===== config.mk =====
export PLATFORM = sky130hd
export DESIGN_NAME = uart_tx_arbiter
export DESIGN_NICKNAME = d
export VERILOG_FILES = /design/src/rtl/uart_arb_pkg.sv /design/src/rtl/rr_picker.sv /design/src/rtl/uart_tx_arbiter.sv
export SDC_FILE = /design/constraint.sdc
export NUM_CORES = 1
export LEC_CHECK = 0
export CORE_ASPECT_RATIO = 1.1
export CORE_MARGIN = 2
export CORE_UTILIZATION = 32
export CTS_BUF_LIST = sky130_fd_sc_hd__clkbuf_2
export DETAILED_ROUTE_END_ITERATION = 8
export PLACE_DENSITY = 0.9
export REMOVE_ABC_BUFFERS = 1
export SYNTH_ARGS = -nofsm -noshare
export SYNTH_HDL_FRONTEND = slang
export SYNTH_SLANG_ARGS = --single-unit
export TNS_END_PERCENT = 20

===== constraint.sdc =====
create_clock -name clk -period 2.4 [get_ports clk]
set_input_delay 0.36 -clock clk [delete_from_list [all_inputs] [get_ports clk]]
set_output_delay 0.36 -clock clk [all_outputs]
set_load 0.02 [all_outputs]

===== src/rtl/uart_arb_pkg.sv =====
// rtl/uart_arb_pkg.sv - shared types and default sizes for the UART TX arbiter
package uart_arb_pkg;

    typedef enum logic {
        IDLE  = 1'b0,
        GRANT = 1'b1
    } arb_state_e;

    localparam int N_REQ_DEFAULT   = 4;
    localparam int DATA_W_DEFAULT  = 8;
    localparam int TIMEOUT_DEFAULT = 255;

endpackage


===== src/rtl/rr_picker.sv =====
// rtl/rr_picker.sv - combinational round-robin winner search
// Ports:
//   req_i        : request vector, one bit per requester
//   last_owner_i : index of the previous owner; search starts one above it
//   winner_o     : index of the first requesting bit found (0 when none)
//   found_o      : 1 when any request bit is set
module rr_picker
    import uart_arb_pkg::*;
#(
    parameter int N_REQ = N_REQ_DEFAULT,
    parameter int IDX_W = $clog2(N_REQ)
) (
    input  logic [N_REQ-1:0] req_i,
    input  logic [IDX_W-1:0] last_owner_i,
    output logic [IDX_W-1:0] winner_o,
    output logic             found_o
);

    logic [IDX_W-1:0] idx_v;

    // Walk offsets from farthest to nearest so the nearest requester
    // above last_owner overwrites any earlier match and wins.
    always_comb begin
        winner_o = '0;
        found_o  = 1'b0;
        idx_v    = '0;
        for (int off = N_REQ; off >= 1; off--) begin
            idx_v = IDX_W'((int'(last_owner_i) + off) % N_REQ);
            if (req_i[idx_v]) begin
                winner_o = idx_v;
                found_o  = 1'b1;
            end
        end
    end

endmodule


===== src/rtl/uart_tx_arbiter.sv =====
// rtl/uart_tx_arbiter.sv - round-robin message arbiter feeding a UART TX FIFO
// Optional feature macro: UART_ARB_TIMEOUT_EN (stall timeout with forced release)
// Ports:
//   clk, reset       : clock and asynchronous active-high reset
//   req_valid/data/last, req_ready : per-requester byte stream, data packed
//                      as requester i at [i*DATA_W +: DATA_W]
//   tx_fifo_Full     : FIFO full, stalls the current owner
//   tx_fifo_writeEn, tx_fifo_dataIn : FIFO write strobe and byte
//   grant_id, busy   : current owner, message in progress
//   timeout_err      : one-cycle pulse on forced release
module uart_tx_arbiter
    import uart_arb_pkg::*;
#(
    parameter int N_REQ   = N_REQ_DEFAULT,
    parameter int DATA_W  = DATA_W_DEFAULT,
    parameter int TIMEOUT = TIMEOUT_DEFAULT
) (
    input  logic                      clk,
    input  logic                      reset,
    input  logic [N_REQ-1:0]          req_valid,
    input  logic [N_REQ*DATA_W-1:0]   req_data,
    input  logic [N_REQ-1:0]          req_last,
    output logic [N_REQ-1:0]          req_ready,
    input  logic                      tx_fifo_Full,
    output logic                      tx_fifo_writeEn,
    output logic [DATA_W-1:0]         tx_fifo_dataIn,
    output logic [$clog2(N_REQ)-1:0]  grant_id,
    output logic                      busy,
    output logic                      timeout_err
);

    localparam int IDX_W = $clog2(N_REQ);

    arb_state_e       state_q, state_d;
    logic [IDX_W-1:0] grant_q, grant_d;
    logic [IDX_W-1:0] last_owner_q, last_owner_d;
    logic [IDX_W-1:0] winner;
    logic             found;
    logic             xfer;
    logic             timeout_fire;

    rr_picker #(
        .N_REQ (N_REQ),
        .IDX_W (IDX_W)
    ) u_rr_picker (
        .req_i        (req_valid),
        .last_owner_i (last_owner_q),
        .winner_o     (winner),
        .found_o      (found)
    );

    // A byte moves only while granted, the owner is valid and the FIFO has room.
    assign xfer = (state_q == GRANT) && req_valid[grant_q] && !tx_fifo_Full;

`ifdef UART_ARB_TIMEOUT_EN
    localparam int CNT_W = $clog2(TIMEOUT + 1);

    logic [CNT_W-1:0] stall_cnt_q, stall_cnt_d;
    logic             timeout_err_q;
    logic             stall;

    // Owner idle while the FIFO could accept: this is the only stall we time.
    assign stall = (state_q == GRANT) && !req_valid[grant_q] && !tx_fifo_Full;

    always_comb begin
        stall_cnt_d  = '0;
        timeout_fire = 1'b0;
        if (stall) begin
            if (stall_cnt_q == CNT_W'(TIMEOUT - 1)) begin
                timeout_fire = 1'b1;
            end else begin
                stall_cnt_d = stall_cnt_q + 1'b1;
            end
        end
    end

    always_ff @(posedge clk or posedge reset) begin
        if (reset) begin
            stall_cnt_q   <= '0;
            timeout_err_q <= 1'b0;
        end else begin
            stall_cnt_q   <= stall_cnt_d;
            timeout_err_q <= timeout_fire;
        end
    end

    assign timeout_err = timeout_err_q;
`else
    assign timeout_fire = 1'b0;
    assign timeout_err  = 1'b0;
`endif

    // State register
    always_ff @(posedge clk or posedge reset) begin
        if (reset) begin
            state_q      <= IDLE;
            grant_q      <= '0;
            last_owner_q <= IDX_W'(N_REQ - 1);
        end else begin
            state_q      <= state_d;
            grant_q      <= grant_d;
            last_owner_q <= last_owner_d;
        end
    end

    // Next-state logic
    always_comb begin
        state_d      = state_q;
        grant_d      = grant_q;
        last_owner_d = last_owner_q;
        case (state_q)
            IDLE: begin
                if (found) begin
                    state_d = GRANT;
                    grant_d = winner;
                end
            end
            GRANT: begin
                if ((xfer && req_last[grant_q]) || timeout_fire) begin
                    state_d      = IDLE;
                    last_owner_d = grant_q;
                end
            end
            default: state_d = IDLE;
        endcase
    end

    // Output logic
    always_comb begin
        req_ready       = '0;
        tx_fifo_writeEn = 1'b0;
        tx_fifo_dataIn  = '0;
        busy            = (state_q == GRANT);
        if (state_q == GRANT) begin
            req_ready[grant_q] = !tx_fifo_Full;
        end
        if (xfer) begin
            tx_fifo_writeEn = 1'b1;
            tx_fifo_dataIn  = req_data[int'(grant_q) * DATA_W +: DATA_W];
        end
    end

    assign grant_id = grant_q;

endmodule

==> impl_metrics.yaml <==
global_route:
  grt_pass1_wl_um: 4170
  grt_pass1_vias: 855
  grt_overflow: 0
  grt_max_degree: 16
  grt_usage_pct: 22.1
  antenna_found_initial: 0
route:
  vias: 805
  drtAntennaViolNets: 0
  drc: 0
  first_iter_violations: 23
  wl_um: 2680
  wl_per_cell_um: 17.0
  avgViaCountPerCell: 5.09
  first_pass_iters: 4
worst_setup_path:
  cp_common_cell: "clkdlybuf4s50_1"
  worst-setup-path-type: "input pin to output pin"
  crit_path_end_kind: "output pin"
  path_buf_inv: 3
  cp_slowest_cell: "clkdlybuf4s50_1"
  arrival_ns: 1.91
  crit_family: "buffers and inverters"
  crit_path_start_kind: "input pin"
  critPathRequiredTime_ns: 2.04
  cp_max_fo: 3
  slowest_delay_ns: 0.60
  r2r_setup_slack_ns: 0.84
  crit_path_cell_trace: "clkdlybuf4s50_1 > buf_4 > nor3b_2 > and2_1 > clkdlybuf4s50_1"
floorplan:
  num_rows: 17
  start_util_pct: 34.2
  pin_count: 60
  fp.dieH_um: 52.8
  die-area_um2: 2550
  die_width_um: 48.3
  core_um2: 2020
power:
  ir_worst_vdd_mv: 0.492
  power.leakage_nw: 0.646
  power.density_nw_per_um2: 806
cts:
  cts_num_sinks: 5
  clkTransAtPathRegs_ns: 0.05
  htree_num_levels: 1
  cts_tree: "done"
  clock_path_buffers: 2
  postCtsSetupBuffers: 0
  cts_buffers: 3
  clk_latency_ns: 0.21
  clockRootBuffer: "clkbuf_2"
run:
  drv_cap: 0
synth:
  ys_seq_area_share_pct: 18.4
  synthMuxAreaShare_pct: 38.7
  async_flop_share_pct: 100
  synth_warnings: 0
  syn_area_um2: 692
  synth_edf_count: 0
  synth_top_family_by_area: "multiplexers"
  syn-instance-count: 62
  synth-simple-area-share_pct: 23.9
  synthAdderAreaFrac_pct: 0
  ys_ff_latch: 5
  synthFlopType: "dfrtp_1"
  synth.distinct_cells: 32
  synth_area_per_cell_um2: 11.2
  synth_compound_area_share_pct: 10.7
  synth_xor_area_share_pct: 0
final_layout:
  finish.instance_area_um2: 1370
  nets: 174
  drive_above_1_share_pct: 24.6
  antenna_cells: 0
  area_delta_synth_final_pct: 97.8
sta:
  setup_viol: 0
  fin_skew_ns: 0.00288
  rsz0062_at_grt: "false"
  report.final.slew_viol_count: 0
  hold_violations: 0
  fmax_mhz: 441
  period_needed_ns: 2.27
  min_period_over_period_pct: 94.4
  fin_ws_ns: 0.134
placed_design:
  gp_congestion: 0.750
  io_buffers: 58
  placed_area_um2: 1350
  place_worst_setup_slack_ns: -0.0850
  hpwl_um: 2240
run_status:
  outcome: "complete, no violations"
hold_path:
  hold_class: "input pin to async pin"
[cell usage in the layout (no fill, tap or decap), types with 3 or more instances in the layout]
cell type / n
buf_4: 10
clkbuf_2: 4
clkdlybuf4s50_1: 49
dlygate4sd2_1: 6
dlymetal6s2s_1: 3
inv_1: 5
mux4_1: 4
mux4_2: 4
nor2_1: 3
nor2b_1: 10
[metal layers]
layer | track usage [%] | vias to the layer above | share of wire [%]
met5 | 0 | - | 0
met4 | 9.05 | 0 | 1.5
met3 | 5.71 | 4 | 9.7
met2 | 41.0 | 56 | 49
met1 | 24.2 | 375 | 40
li1 | - | 370 | -
[timing repair]
action,CTS,global route
endpoints found under the setup margin,6,3
hold buffers,0,0
resized for setup,6,4
[logic make-up after synthesis]
| family | count (synthesis) |
|---|---|
| AND/OR/NAND/NOR | 24 |
| multiplexers | 14 |
| AO/OA/AOI/OAI | 9 |
| buffers and inverters | 9 |
| flip-flops | 5 |
| other | 1 |
[sequential cells by signal, indices dropped and copies added (netlist names)]
signal	flops
last_owner_q	2
busy	1
grant_id	2
[cell type report]
cell class	instances	area, um2
multi-input cells	48	510
well taps	28	35.0
clock buffers	4	20.0
flip-flops and latches	5	129
inverters	5	18.8
repair buffers	68	656
fillers	140	652
[final timing paths]
path	to	cells after the start	from
max in group asynchronous	last_owner_q[0]$_DFFE_PP1P_	2	reset
worst max register to register	last_owner_q[0]$_DFFE_PP1P_	5	grant_id[0]$_DFFE_PP0P_
worst min register to register	last_owner_q[1]$_DFFE_PP1P_	1	last_owner_q[1]$_DFFE_PP1P_
worst min-delay path	grant_id[0]$_DFFE_PP0P_	2	reset
worst max-delay path	req_ready[1]	5	tx_fifo_Full
min in group clk	last_owner_q[1]$_DFFE_PP1P_	1	last_owner_q[1]$_DFFE_PP1P_
[synth_stat cells (2+ instances only)]
master   number  area [um2]
mux2i_1       2        20.0
nor2_1        3        11.3
a31oi_1       2        12.5
mux4_2        4        90.1
nand2_1       2        7.51
dfrtp_1       3        75.1
dfstp_2       2        52.6
mux2_4        2        30.0
inv_1         5        18.8
mux4_1        4         105
mux2_2        2        22.5
buf_6         2        22.5
nor2b_1      10        62.6
[metrics by stage]
stage	total power, mW	TNS, ns	util (%)	cells	hold WS, ns
4_1_cts	1.11	0	67.3	158	0.318
3_5_place_dp	1.05	-0.258	66.7	154	0.569
2_1_floorplan	0.676	0	-	58	0.137
6_report	1.10	0	67.7	158	0.343
3_3_place_gp	1.02	-0.00285	66.7	154	0.561
5_1_grt	1.17	0	67.7	158	0.356
[where the power goes]
part,switching [mW],internal (mW)
Combinational,0.346,0.460
Clock,0.0320,0.0441
Sequential,0.0816,0.139
Power figures use the tool's default switching activity.
